--- src/rtl/sonar_trigger_if.sv ---
// Signal bundle between the ranging controller and sonar_trigger.
// The controller drives en/echo; the trigger sequencer drives the status outputs.
interface sonar_trigger_if;
  logic       en;
  logic       echo;
  logic       trig;
  logic       busy;
  logic       done;
  logic       timeout;
  logic [7:0] to_cnt;

  modport master (
    output en, echo,
    input  trig, busy, done, timeout, to_cnt
  );

  modport slave (
    input  en, echo,
    output trig, busy, done, timeout, to_cnt
  );
endinterface

--- src/rtl/sonar_trigger.sv ---
// Ultrasonic trigger sequencer: periodic trigger pulse plus echo-window supervision.
// Optional macro SONAR_TIMEOUT_EN enables echo wait/length limits, timeout and to_cnt.
module sonar_trigger #(
  parameter int TRIG_US      = 10,
  parameter int PERIOD_US    = 60000,
  parameter int ECHO_WAIT_US = 30000,
  parameter int ECHO_MAX_US  = 25000
) (
  input  logic           clk_1m,
  input  logic           rst,
  sonar_trigger_if.slave bus
);

  localparam logic [15:0] TRIG_LAST   = 16'(TRIG_US - 1);
  localparam logic [15:0] PERIOD_LAST = 16'(PERIOD_US - 1);
`ifdef SONAR_TIMEOUT_EN
  localparam logic [15:0] WAIT_LAST   = 16'(ECHO_WAIT_US - 1);
  localparam logic [15:0] MAX_LAST    = 16'(ECHO_MAX_US - 1);
`endif

  typedef enum logic [2:0] {
    S_IDLE,
    S_TRIG,
    S_WAIT_RISE,
    S_WAIT_FALL,
    S_HOLD
  } state_t;

  state_t      state_q, state_d;
  logic [15:0] cyc_q, cyc_d;
  logic [15:0] ph_q, ph_d;
  logic        echo_s1_q, echo_s2_q, echo_s3_q;
  logic        en_q;
  logic        trig_q;
  logic        done_q, done_d;
  logic        echo_rise, echo_fall;

  // Echo pin is asynchronous: two-flop synchronizer, third flop for edge detect.
  always_ff @(posedge clk_1m or negedge rst) begin
    if (!rst) begin
      echo_s1_q <= 1'b0;
      echo_s2_q <= 1'b0;
      echo_s3_q <= 1'b0;
      en_q      <= 1'b0;
    end else begin
      echo_s1_q <= bus.echo;
      echo_s2_q <= echo_s1_q;
      echo_s3_q <= echo_s2_q;
      en_q      <= bus.en;
    end
  end

  assign echo_rise =  echo_s2_q & ~echo_s3_q;
  assign echo_fall = ~echo_s2_q &  echo_s3_q;

`ifdef SONAR_TIMEOUT_EN
  logic       tmo_q, tmo_d;
  logic [7:0] to_cnt_q, to_cnt_d;
`endif

  always_comb begin
    state_d = state_q;
    done_d  = 1'b0;
`ifdef SONAR_TIMEOUT_EN
    tmo_d   = 1'b0;
`endif
    case (state_q)
      S_IDLE: begin
        if (en_q) state_d = S_TRIG;
      end
      S_TRIG: begin
        if (ph_q == TRIG_LAST) state_d = S_WAIT_RISE;
      end
      S_WAIT_RISE: begin
        if (echo_rise) begin
          state_d = S_WAIT_FALL;
`ifdef SONAR_TIMEOUT_EN
        end else if (ph_q == WAIT_LAST) begin
          tmo_d   = 1'b1;
          state_d = S_HOLD;
`endif
        end
      end
      S_WAIT_FALL: begin
        // A fall on the same cycle as the length limit counts as a good echo.
        if (echo_fall) begin
          done_d  = 1'b1;
          state_d = S_HOLD;
`ifdef SONAR_TIMEOUT_EN
        end else if (ph_q == MAX_LAST) begin
          tmo_d   = 1'b1;
          state_d = S_HOLD;
`endif
        end
      end
      S_HOLD: begin
        // '>=' covers a late HOLD entry when the echo window has no limit.
        if (cyc_q >= PERIOD_LAST) state_d = en_q ? S_TRIG : S_IDLE;
      end
      default: state_d = S_IDLE;
    endcase
  end

  always_comb begin
    cyc_d = cyc_q;
    if (state_d == S_TRIG && state_q != S_TRIG) begin
      cyc_d = '0;
    end else if (state_q != S_IDLE && cyc_q != 16'hFFFF) begin
      cyc_d = cyc_q + 16'd1;
    end

    ph_d = ph_q;
    if (state_d != state_q) begin
      ph_d = '0;
    end else if (ph_q != 16'hFFFF) begin
      ph_d = ph_q + 16'd1;
    end
  end

  always_ff @(posedge clk_1m or negedge rst) begin
    if (!rst) begin
      state_q <= S_IDLE;
      cyc_q   <= '0;
      ph_q    <= '0;
      trig_q  <= 1'b0;
      done_q  <= 1'b0;
    end else begin
      state_q <= state_d;
      cyc_q   <= cyc_d;
      ph_q    <= ph_d;
      trig_q  <= (state_d == S_TRIG);
      done_q  <= done_d;
    end
  end

`ifdef SONAR_TIMEOUT_EN
  always_comb begin
    to_cnt_d = to_cnt_q;
    if (done_d) begin
      to_cnt_d = '0;
    end else if (tmo_d && to_cnt_q != 8'hFF) begin
      to_cnt_d = to_cnt_q + 8'd1;
    end
  end

  always_ff @(posedge clk_1m or negedge rst) begin
    if (!rst) begin
      tmo_q    <= 1'b0;
      to_cnt_q <= '0;
    end else begin
      tmo_q    <= tmo_d;
      to_cnt_q <= to_cnt_d;
    end
  end

  assign bus.timeout = tmo_q;
  assign bus.to_cnt  = to_cnt_q;
`else
  assign bus.timeout = 1'b0;
  assign bus.to_cnt  = '0;
`endif

  assign bus.trig = trig_q;
  assign bus.busy = (state_q != S_IDLE);
  assign bus.done = done_q;

endmodule
--- src/flat_wrapper.sv ---
// flat-port wrapper written by rule: the top's interface ports become plain ports
module sonar_trigger_flat 
#(
  parameter int TRIG_US      = 10,
  parameter int PERIOD_US    = 60000,
  parameter int ECHO_WAIT_US = 30000,
  parameter int ECHO_MAX_US  = 25000
)
  (clk_1m, rst, bus_en, bus_echo, bus_trig, bus_busy, bus_done, bus_timeout, bus_to_cnt);
  sonar_trigger_if bus_i ();
  input  logic clk_1m;
  input  logic rst;
  input wire logic [$bits(bus_i.en)-1:0] bus_en;
  input wire logic [$bits(bus_i.echo)-1:0] bus_echo;
  output wire logic [$bits(bus_i.trig)-1:0] bus_trig;
  output wire logic [$bits(bus_i.busy)-1:0] bus_busy;
  output wire logic [$bits(bus_i.done)-1:0] bus_done;
  output wire logic [$bits(bus_i.timeout)-1:0] bus_timeout;
  output wire logic [$bits(bus_i.to_cnt)-1:0] bus_to_cnt;
  assign bus_i.en = bus_en;
  assign bus_i.echo = bus_echo;
  assign bus_trig = bus_i.trig;
  assign bus_busy = bus_i.busy;
  assign bus_done = bus_i.done;
  assign bus_timeout = bus_i.timeout;
  assign bus_to_cnt = bus_i.to_cnt;
  sonar_trigger #(.TRIG_US(TRIG_US), .PERIOD_US(PERIOD_US), .ECHO_WAIT_US(ECHO_WAIT_US), .ECHO_MAX_US(ECHO_MAX_US)) u_core (.clk_1m(clk_1m), .rst(rst), .bus(bus_i));
endmodule
--- config.mk ---
export PLATFORM = sky130hd
export DESIGN_NAME = sonar_trigger_flat
export DESIGN_NICKNAME = d
export VERILOG_FILES = /design/src/rtl/sonar_trigger_if.sv /design/src/rtl/sonar_trigger.sv /design/src/flat_wrapper.sv
export SDC_FILE = /design/constraint.sdc
export NUM_CORES = 1
export LEC_CHECK = 0
export ABC_AREA = 1
export CORE_AREA = 4 4 83 62
export DETAILED_ROUTE_END_ITERATION = 8
export DIE_AREA = 0 0 87 66
export MAX_ROUTING_LAYER = met4
export PLACE_DENSITY_LB_ADDON = 0.05
export SLEW_MARGIN = 40
export SYNTH_ARGS = -nofsm -noshare
export SYNTH_HDL_FRONTEND = slang
export SYNTH_SLANG_ARGS = --single-unit
export TNS_END_PERCENT = 100
--- constraint.sdc ---
create_clock -name clk_1m -period 3.2 [get_ports clk_1m]
set_input_delay 0.96 -clock clk_1m [delete_from_list [all_inputs] [get_ports clk_1m]]
set_output_delay 0.96 -clock clk_1m [all_outputs]
set_load 0.01 [all_outputs]
=== Yosys cells after proc, flatten, opt, wreduce, memory -nomap -nowiden ===
Cells that the tools add are included.

* Add/subtract/negate cells: 2
* Multipliers: 0
* Div/mod/pow operators: 0
* Magnitude comparators: 1
* Equal/unequal tests: 10
* Shift operators: 0
* Multiplexer cells: 13
* Bitwise operators: 4
* Reductions and logical operators: 6

{| class="wikitable"
|+ Operator list
! kind !! count
|-
| $mux W16 || 4
|-
| $add A16 B1 Y16 const B || 2
|-
| $ne A16 B16 Y1 const B || 2
|-
| $eq A16 B4 Y1 const B || 1
|-
| $ge A16 B16 Y1 const B || 1
|-
| $mux W3 || 5
|-
| $pmux W3 S5 || 1
|-
| $eq A3 B1 Y1 const B || 2
|-
| $eq A3 B2 Y1 const B || 2
|-
| $reduce_bool A2 Y1 || 2
|-
| $eq A3 B3 Y1 const B || 1
|-
| $logic_not A3 Y1 || 1
|-
| $mux W1 || 3
|-
| $ne A3 B1 Y1 const B || 1
|-
| $ne A3 B3 Y1 || 1
|-
| $reduce_bool A3 Y1 || 1
|-
| $and A1 B1 Y1 || 2
|-
| $logic_and A1 B1 Y1 || 2
|-
| $not A1 Y1 || 2
|}

* Register bits after elaboration: 41
* Latch bits: 0
* RAM bits: 0
* ROM bits: 0
* Input port bits: 4
* Output and inout bits: 12
* Word-level logic and storage cells: 45
* Memories: 0

=== Depth between registers and ports, before layout ===
Gate-level depths: netlist (run 1).

* Depth after elaboration: 7
* Mapped depth: 14
* Mapped depth without buffers: 13

=== Worst setup path before layout (run 1) ===
OpenSTA, ideal clock, no wires.

* Path type: register to output
* Start point: register u_core.state_q[0]
* End point: output port bus_busy
* Data arrival time: 726 ps
* Data required time: 2240 ps
* Setup slack: 1514 ps
* Cell stages (with the launch flop): 3
* Path buffers: 0
* Cell sequence: dfrtp_1 nor2_2 nand2_1

* Word-level cells in the longest chain between the ends: 1

{| class="wikitable"
|+ RTL lines
! element !! line !! source
|-
| start: declaration || sonar_trigger.sv:29 || <nowiki>state_t state_q, state_d;</nowiki>
|-
| start signal: assignment || sonar_trigger.sv:128 || <nowiki>state_q <= state_d;</nowiki>
|-
| $reduce_bool A3 Y1 || sonar_trigger.sv:164 || <nowiki>assign bus.busy = (state_q != S_IDLE);</nowiki>
|-
| end: declaration || flat_wrapper.sv:16 || <nowiki>output wire logic [$bits(bus_i.busy)-1:0] bus_busy;</nowiki>
|}

Every way passes these cells.

=== Final worst setup path (run 1) ===
Same ends and word-level chain as after synthesis.

==> flow_metrics.env, run 1 <==
export IMPL_status="finished clean"
export IMPL_total_power_mw=1.57
export IMPL_rsz0062_at_grt="no"
export IMPL_cp_arrival_ns=1.61
export IMPL_rows=20
export IMPL_async_flop_share_pct=100
export IMPL_avgSynthCellArea_sq_um=7.71
export IMPL_cts_path_max_buffers=2
export IMPL_clkTransAtPathRegs_ns=0.07
export IMPL_end_kind="primary output"
export IMPL_place_congestion=0.880
export IMPL_relSlewSlack_pct=66.3
export IMPL_worstReg2RegEnd="u_core.cyc_q[6]"
export IMPL_postSynth_topFlopCell="dfrtp_1"
export IMPL_grt_pass1_vias=1841
export IMPL_switching_share_pct=41.0
export IMPL_fin_nets=346
export IMPL_reg2reg_from="u_core.cyc_q[1]"
export IMPL_ios=16
export IMPL_tns_ns=0
export IMPL_crit_path_max_fanout=6
export IMPL_core_sq_um=4280
export IMPL_setup_viol=0
export IMPL_grt_overflow_total=0
export IMPL_period_share_pct=80.3
export IMPL_drt_iter0_drc=106
export IMPL_synth_seq_area_share_pct=40.2
export IMPL_yosys_warnings=0
export IMPL_fin_crit_ns=2.57
export IMPL_wl_um=4870
export IMPL_finClkSkew_ns=0.00657
export IMPL_drive_gt1_share_pct=14.7
export IMPL_firstDrtPassIters=4
export IMPL_dp_hpwl_um=3600
export IMPL_dieArea_sq_um=5740
export IMPL_clock_sinks=41
export IMPL_worst_ir_drop_vdd_uv=426
export IMPL_cts_resized=0
export IMPL_fmax_mhz=389
export IMPL_cts_tree="done"
export IMPL_postCtsSetupRepairBufs=0
export IMPL_slowest_delay_ns=0.52
export IMPL_cts_max_level=2
export IMPL_hold_viol=0
export IMPL_io_buffers=6
export IMPL_cts_hold_buffers=0
export IMPL_die_h_um=66
export IMPL_antenna_left=0
export IMPL_critPathLaunch="u_core.state_q[0]"
export IMPL_clock_latency_ns=0.29
export IMPL_start_util_pct=59.6
export IMPL_p_clk_share_pct=20.8
export IMPL_p_switching_mw=0.644
export IMPL_synth_area_sq_um=2550
export IMPL_pwr_share_seq_pct=41.4
export IMPL_vias=2000
export IMPL_fin_util_pct=62.6
export IMPL_hp_class="flop to flop"
export IMPL_critPathRequiredTime_ns=2.24
export IMPL_insertedDiodeCount=0
export IMPL_rrSetupSlack_ns=1.18
export IMPL_avgViaCountPerCell=5.06
export IMPL_power_leakage_nw=1.30
export IMPL_rr_worst_depth=13
export IMPL_crit_end="bus_busy"
export IMPL_maxCapViolations=0
export IMPL_areaGrowthSynthToFinish_pct=5.00
export IMPL_path_cells="nor2_2, nand2_1, clkdlybuf4s50_1"
export IMPL_die_w_um=87
export IMPL_grtUsageTotal_pct=19.6
export IMPL_comb_power_share_pct=37.8
export IMPL_synth_edf_count=0
export IMPL_crit_slowest_cell="clkdlybuf4s50_1"
export IMPL_crit_type="flop to primary output"
export IMPL_grt_pass1_wl_um=8590
export IMPL_worst_slew_pin_slew_ns=0.505
export IMPL_routedWlPerCell_um=12.3
export IMPL_antenna_found_initial=0
export IMPL_clockRootBuffer="clkbuf_8"
export IMPL_synth_seq_cells=41
export IMPL_synth_cell_types=31
export IMPL_p_int_mw=0.928
export IMPL_synthCells=331
export IMPL_grt_max_degree=42
export IMPL_start_kind="flop"
export IMPL_finalMaxSlewViolations=0
export IMPL_cts_buffers=5
export IMPL_route_detailed_drc=0
export IMPL_powerDensity_nw_per_um2=587
==> synthesized netlist by cell type, types with 2 or more instances <==
cell	count	area share [%]
nand2_1	67	9.9
inv_1	45	6.6
dfrtp_1	41	40
nor2_1	36	5.3
nand3_1	27	5.3
nor2_2	14	3.4
nand4_1	13	3.2
o21ai_0	12	2.4
buf_4	10	2.9
xor2_1	9	3.1
nand2_2	8	2.0
nand3_2	8	3.1
inv_2	6	0.88
nor3_1	5	0.98
a21oi_1	3	0.59
buf_6	3	1.3
ha_1	3	1.5
o21bai_1	3	0.88
nand2_4	2	0.88
nor2_4	2	0.88
nor4_1	2	0.49
o21ai_1	2	0.39
xnor2_1	2	0.69
==> logic make-up (layout without fill, tap and decap cells) <==
logic type,after synthesis,after routing,synth area share (%)
flops,41,41,40.2
fa+ha+maj,3,3,1.47
other cells,1,9,0.147
simple gates,188,188,37.0
mux,1,1,0.441
xor+xnor,11,11,3.77
compound gates,22,22,5.20
buf+inv,64,65,11.8
==> final cells by class <==
| type | instances | area, sq um |
|---|---|---|
| flip-flops and latches | 41 | 1030 |
| multi-input cells | 234 | 1260 |
| clock buffers | 8 | 80.1 |
| inverters | 51 | 191 |
| fillers | 389 | 1600 |
| repair buffers | 6 | 57.6 |
| well taps | 55 | 68.8 |
==> layout by cell type (no fill, tap or decap), types with 5 or more instances in the layout <==
| cell type | n |
|---|---|
| nand4_1 | 13 |
| nor2_1 | 36 |
| conb_1 | 9 |
| clkbuf_8 | 5 |
| nor2_2 | 14 |
| inv_2 | 6 |
| nand3_1 | 27 |
| inv_1 | 45 |
| nand3_2 | 8 |
| dfrtp_1 | 41 |
| nand2_2 | 8 |
| xor2_1 | 9 |
| clkdlybuf4s50_1 | 5 |
| nand2_1 | 67 |
| o21ai_0 | 12 |
| nor3_1 | 5 |
==> per-layer routing <==
layer,part of all wire (%),wire [um],vias to the layer above,global-route usage [%]
met5,0,0,-,-
met4,0.92,45,0,5.25
met2,39,1890,46,26.6
met3,4.7,227,5,4.11
met1,55,2700,905,29.4
li1,-,-,1044,-
==> power groups by stage <==
stage | registers, mW | clock network [mW] | logic, mW
global placement | 0.656 | 0 | 0.599
floorplan | 0.648 | 0 | 0.525
global route | 0.660 | 0.357 | 0.675
CTS | 0.649 | 0.340 | 0.602
finish | 0.650 | 0.327 | 0.595
detailed placement | 0.659 | 0 | 0.600
==> worst min-delay path by stage <==
stage / from / to / slack, ns / cells after the start
CTS: u_core.echo_s2_q / u_core.echo_s3_q / 0.38 / 0
floorplan: u_core.echo_s1_q / u_core.echo_s2_q / 0.33 / 0
finish: u_core.echo_s1_q / u_core.echo_s2_q / 0.37 / 0
detailed placement: u_core.echo_s1_q / u_core.echo_s2_q / 0.36 / 0
global placement: u_core.echo_s2_q / u_core.echo_s3_q / 0.36 / 0
global route: u_core.echo_s1_q / u_core.echo_s2_q / 0.38 / 0
==> through the flow <==
stage	worst slack (ns)	instances	hold slack (ns)	instance area (sq um)
detailed placement	0.949	387	0.360	2600
CTS	0.620	395	0.377	2680
global placement	0.961	387	0.358	2600
floorplan	1.51	339	0.331	2580
global route	0.479	395	0.381	2680
finish	0.629	395	0.372	2680
==> critical path, delay by kind of cell, from the launching register on <==
family | cells | cell delay (ns)
buffers and inverters | 1 | 0.52
DFF | 1 | 0.47
and+or+nand+nor | 2 | 0.34
==> sequential cells by signal (all words and copies together) (netlist names) <==
| register | cells |
|---|---|
| u_core.echo_s2_q | 1 |
| u_core.cyc_q | 16 |
| u_core.ph_q | 16 |
| u_core.bus.done | 1 |
| u_core.state_q | 3 |
| u_core.echo_s3_q | 1 |
| u_core.echo_s1_q | 1 |
| u_core.bus.trig | 1 |
| u_core.en_q | 1 |
Note: power is estimated with default switching activity, not from simulation.
==> inputs of run 2 (changes only) <==
--- a/config.mk
+++ b/config.mk
@@ -6,9 +6,9 @@
 export NUM_CORES = 1
 export LEC_CHECK = 0
 export ABC_AREA = 1
-export CORE_AREA = 4 4 83 62
+export CORE_AREA = 4 4 84 63
 export DETAILED_ROUTE_END_ITERATION = 8
-export DIE_AREA = 0 0 87 66
+export DIE_AREA = 0 0 88 67
 export MAX_ROUTING_LAYER = met4
 export PLACE_DENSITY_LB_ADDON = 0.05
 export SLEW_MARGIN = 40
==> constraint.sdc (replaced) <==
create_clock -name clk_1m -period 2.5 [get_ports clk_1m]
set_input_delay 0.75 -clock clk_1m [delete_from_list [all_inputs] [get_ports clk_1m]]
set_output_delay 0.75 -clock clk_1m [all_outputs]
set_load 0.01 [all_outputs]
==> flow_metrics.env, run 2 (synthesis gave the netlist of run 1 again) <==
export IMPL_path_cells="nor2_2, nand2_1, clkdlybuf4s50_1"
export IMPL_grt_max_degree=31
export IMPL_core_sq_um=4550
export IMPL_hold_slack_ns=0.371
export IMPL_drt_iter0_drc=172
export IMPL_ios=16
export IMPL_grt_pass1_vias=1851
export IMPL_fin_crit_ns=2.32
export IMPL_avgViaCountPerCell=4.95
export IMPL_grtUsageTotal_pct=20.3
export IMPL_critPathTopFamily="buffers and inverters"
export IMPL_final_cell_mix="nand2_1 (67), inv_1 (45), dfrtp_1 (41), nor2_1 (36), nand3_1 (27)"
export IMPL_cts_buffers=5
export IMPL_status="finished clean"
export IMPL_place_congestion=0.849
export IMPL_areaGrowthSynthToFinish_pct=5.69
export IMPL_stdcell_count=399
export IMPL_clkTransAtPathRegs_ns=0.08
export IMPL_grt_overflow_total=0
export IMPL_start_util_pct=56.2
export IMPL_crit_type="flop to primary output"
export IMPL_rsz0062_at_grt="no"
export IMPL_vias=1976
export IMPL_wl_um=5020
export IMPL_cts_resized=0
export IMPL_crit_path_max_fanout=6
export IMPL_clockRootBuffer="clkbuf_8"
export IMPL_firstDrtPassIters=4
export IMPL_critPathRequiredTime_ns=1.75
export IMPL_start_kind="flop"
export IMPL_antenna_found_initial=0
export IMPL_crit_slowest_cell="clkdlybuf4s50_1"
export IMPL_tns_ns=0
export IMPL_total_power_mw=2.05
export IMPL_insertedDiodeCount=0
export IMPL_worst_ir_drop_vdd_uv=581
export IMPL_clock_latency_ns=0.29
export IMPL_numPlacedInstances=391
export IMPL_routedWlPerCell_um=12.6
export IMPL_cts_max_level=2
export IMPL_slowest_delay_ns=0.50
export IMPL_setup_viol=0
export IMPL_power_leakage_nw=1.31
export IMPL_path_buf_inv=1
export IMPL_cts_hold_buffers=0
export IMPL_hold_viol=0
export IMPL_end_kind="primary output"
export IMPL_maxCapViolations=0
export IMPL_powerDensity_nw_per_um2=759
export IMPL_finalMaxSlewViolations=0
export IMPL_worst_slew_pin_slew_ns=0.657
export IMPL_antenna_left=0
export IMPL_io_buffers=6
export IMPL_hp_class="flop to flop"
export IMPL_die_h_um=67
export IMPL_cts_tree="done"
export IMPL_cts_path_max_buffers=2
export IMPL_fin_nets=348
export IMPL_dp_hpwl_um=3750
export IMPL_final_common_cell="nand2_1"
export IMPL_route_detailed_drc=0
export IMPL_grt_pass1_wl_um=8890
export IMPL_finClkSkew_ns=0.00965
export IMPL_postCtsSetupRepairBufs=0
export IMPL_rows=21
export IMPL_dieArea_sq_um=5900
export IMPL_drive_gt1_share_pct=15.8
export IMPL_largestRegisters="u_core.cyc_q x16, u_core.ph_q x16, u_core.state_q x3"
export IMPL_period_share_pct=92.9
export IMPL_die_w_um=88
export IMPL_relSlewSlack_pct=56.2
export IMPL_fmax_mhz=431
export IMPL_clock_sinks=41
export IMPL_cp_arrival_ns=1.57
[run 2: metrics by stage]
step	util [%]	worst slack (ns)	cell area, sq um
global placement	57.5	0.528	2620
detailed placement	57.5	0.527	2620
global route	59.3	0.104	2700
CTS	59.3	0.186	2700
finish	59.3	0.178	2700
floorplan	-	0.894	2580
[run 2: cell type report]
class,instances,area [sq um]
repair buffers,8,70.1
inverters,51,191
clock buffers,6,72.6
multi-input cells,234,1260
fillers,419,1850
flip-flops and latches,41,1030
clock inverters,2,10.0
well taps,57,71.3
[run 2: worst register-to-register path, stage by stage (launching register included)]
cell	delay (ns)
dfrtp_1	0.41
inv_1	0.08
ha_1	0.13
nand3_1	0.09
nor2_1	0.17
nand2_1	0.12
a21oi_4	0.18
nand2_4	0.08
nand3_2	0.25
inv_1	0.14
or2_1	0.25
inv_1	0.05
[run 2: routing by layer]
metal	wire length (um)	track usage (%)	vias up
met1	2890	31.8	882
li1	-	-	1045
met3	262	4.08	3
met5	0	-	-
met4	25	5.75	0
met2	1840	25.5	46
[run 2: report_power, final]
group | switching (mW) | internal [mW] | total, mW
registers | 0.0836 | 0.748 | 0.832
logic | 0.536 | 0.251 | 0.788
clock network | 0.233 | 0.194 | 0.427
[run 2: final timing paths]
| kind | from | end | slack, ns | cells after the start |
|---|---|---|---|---|
| worst max-delay path | u_core.state_q[0] | bus_busy | 0.18 | 3 |
| worst min-delay path | u_core.echo_s1_q | u_core.echo_s2_q | 0.37 | 0 |
| worst max register to register | u_core.ph_q[1] | u_core.cyc_q[6] | 0.51 | 11 |
| worst min register to register | u_core.echo_s1_q | u_core.echo_s2_q | 0.37 | 0 |
| max in group asynchronous | rst | u_core.cyc_q[12] | 1.38 | 2 |
| min in group asynchronous | rst | u_core.cyc_q[1] | 0.48 | 1 |
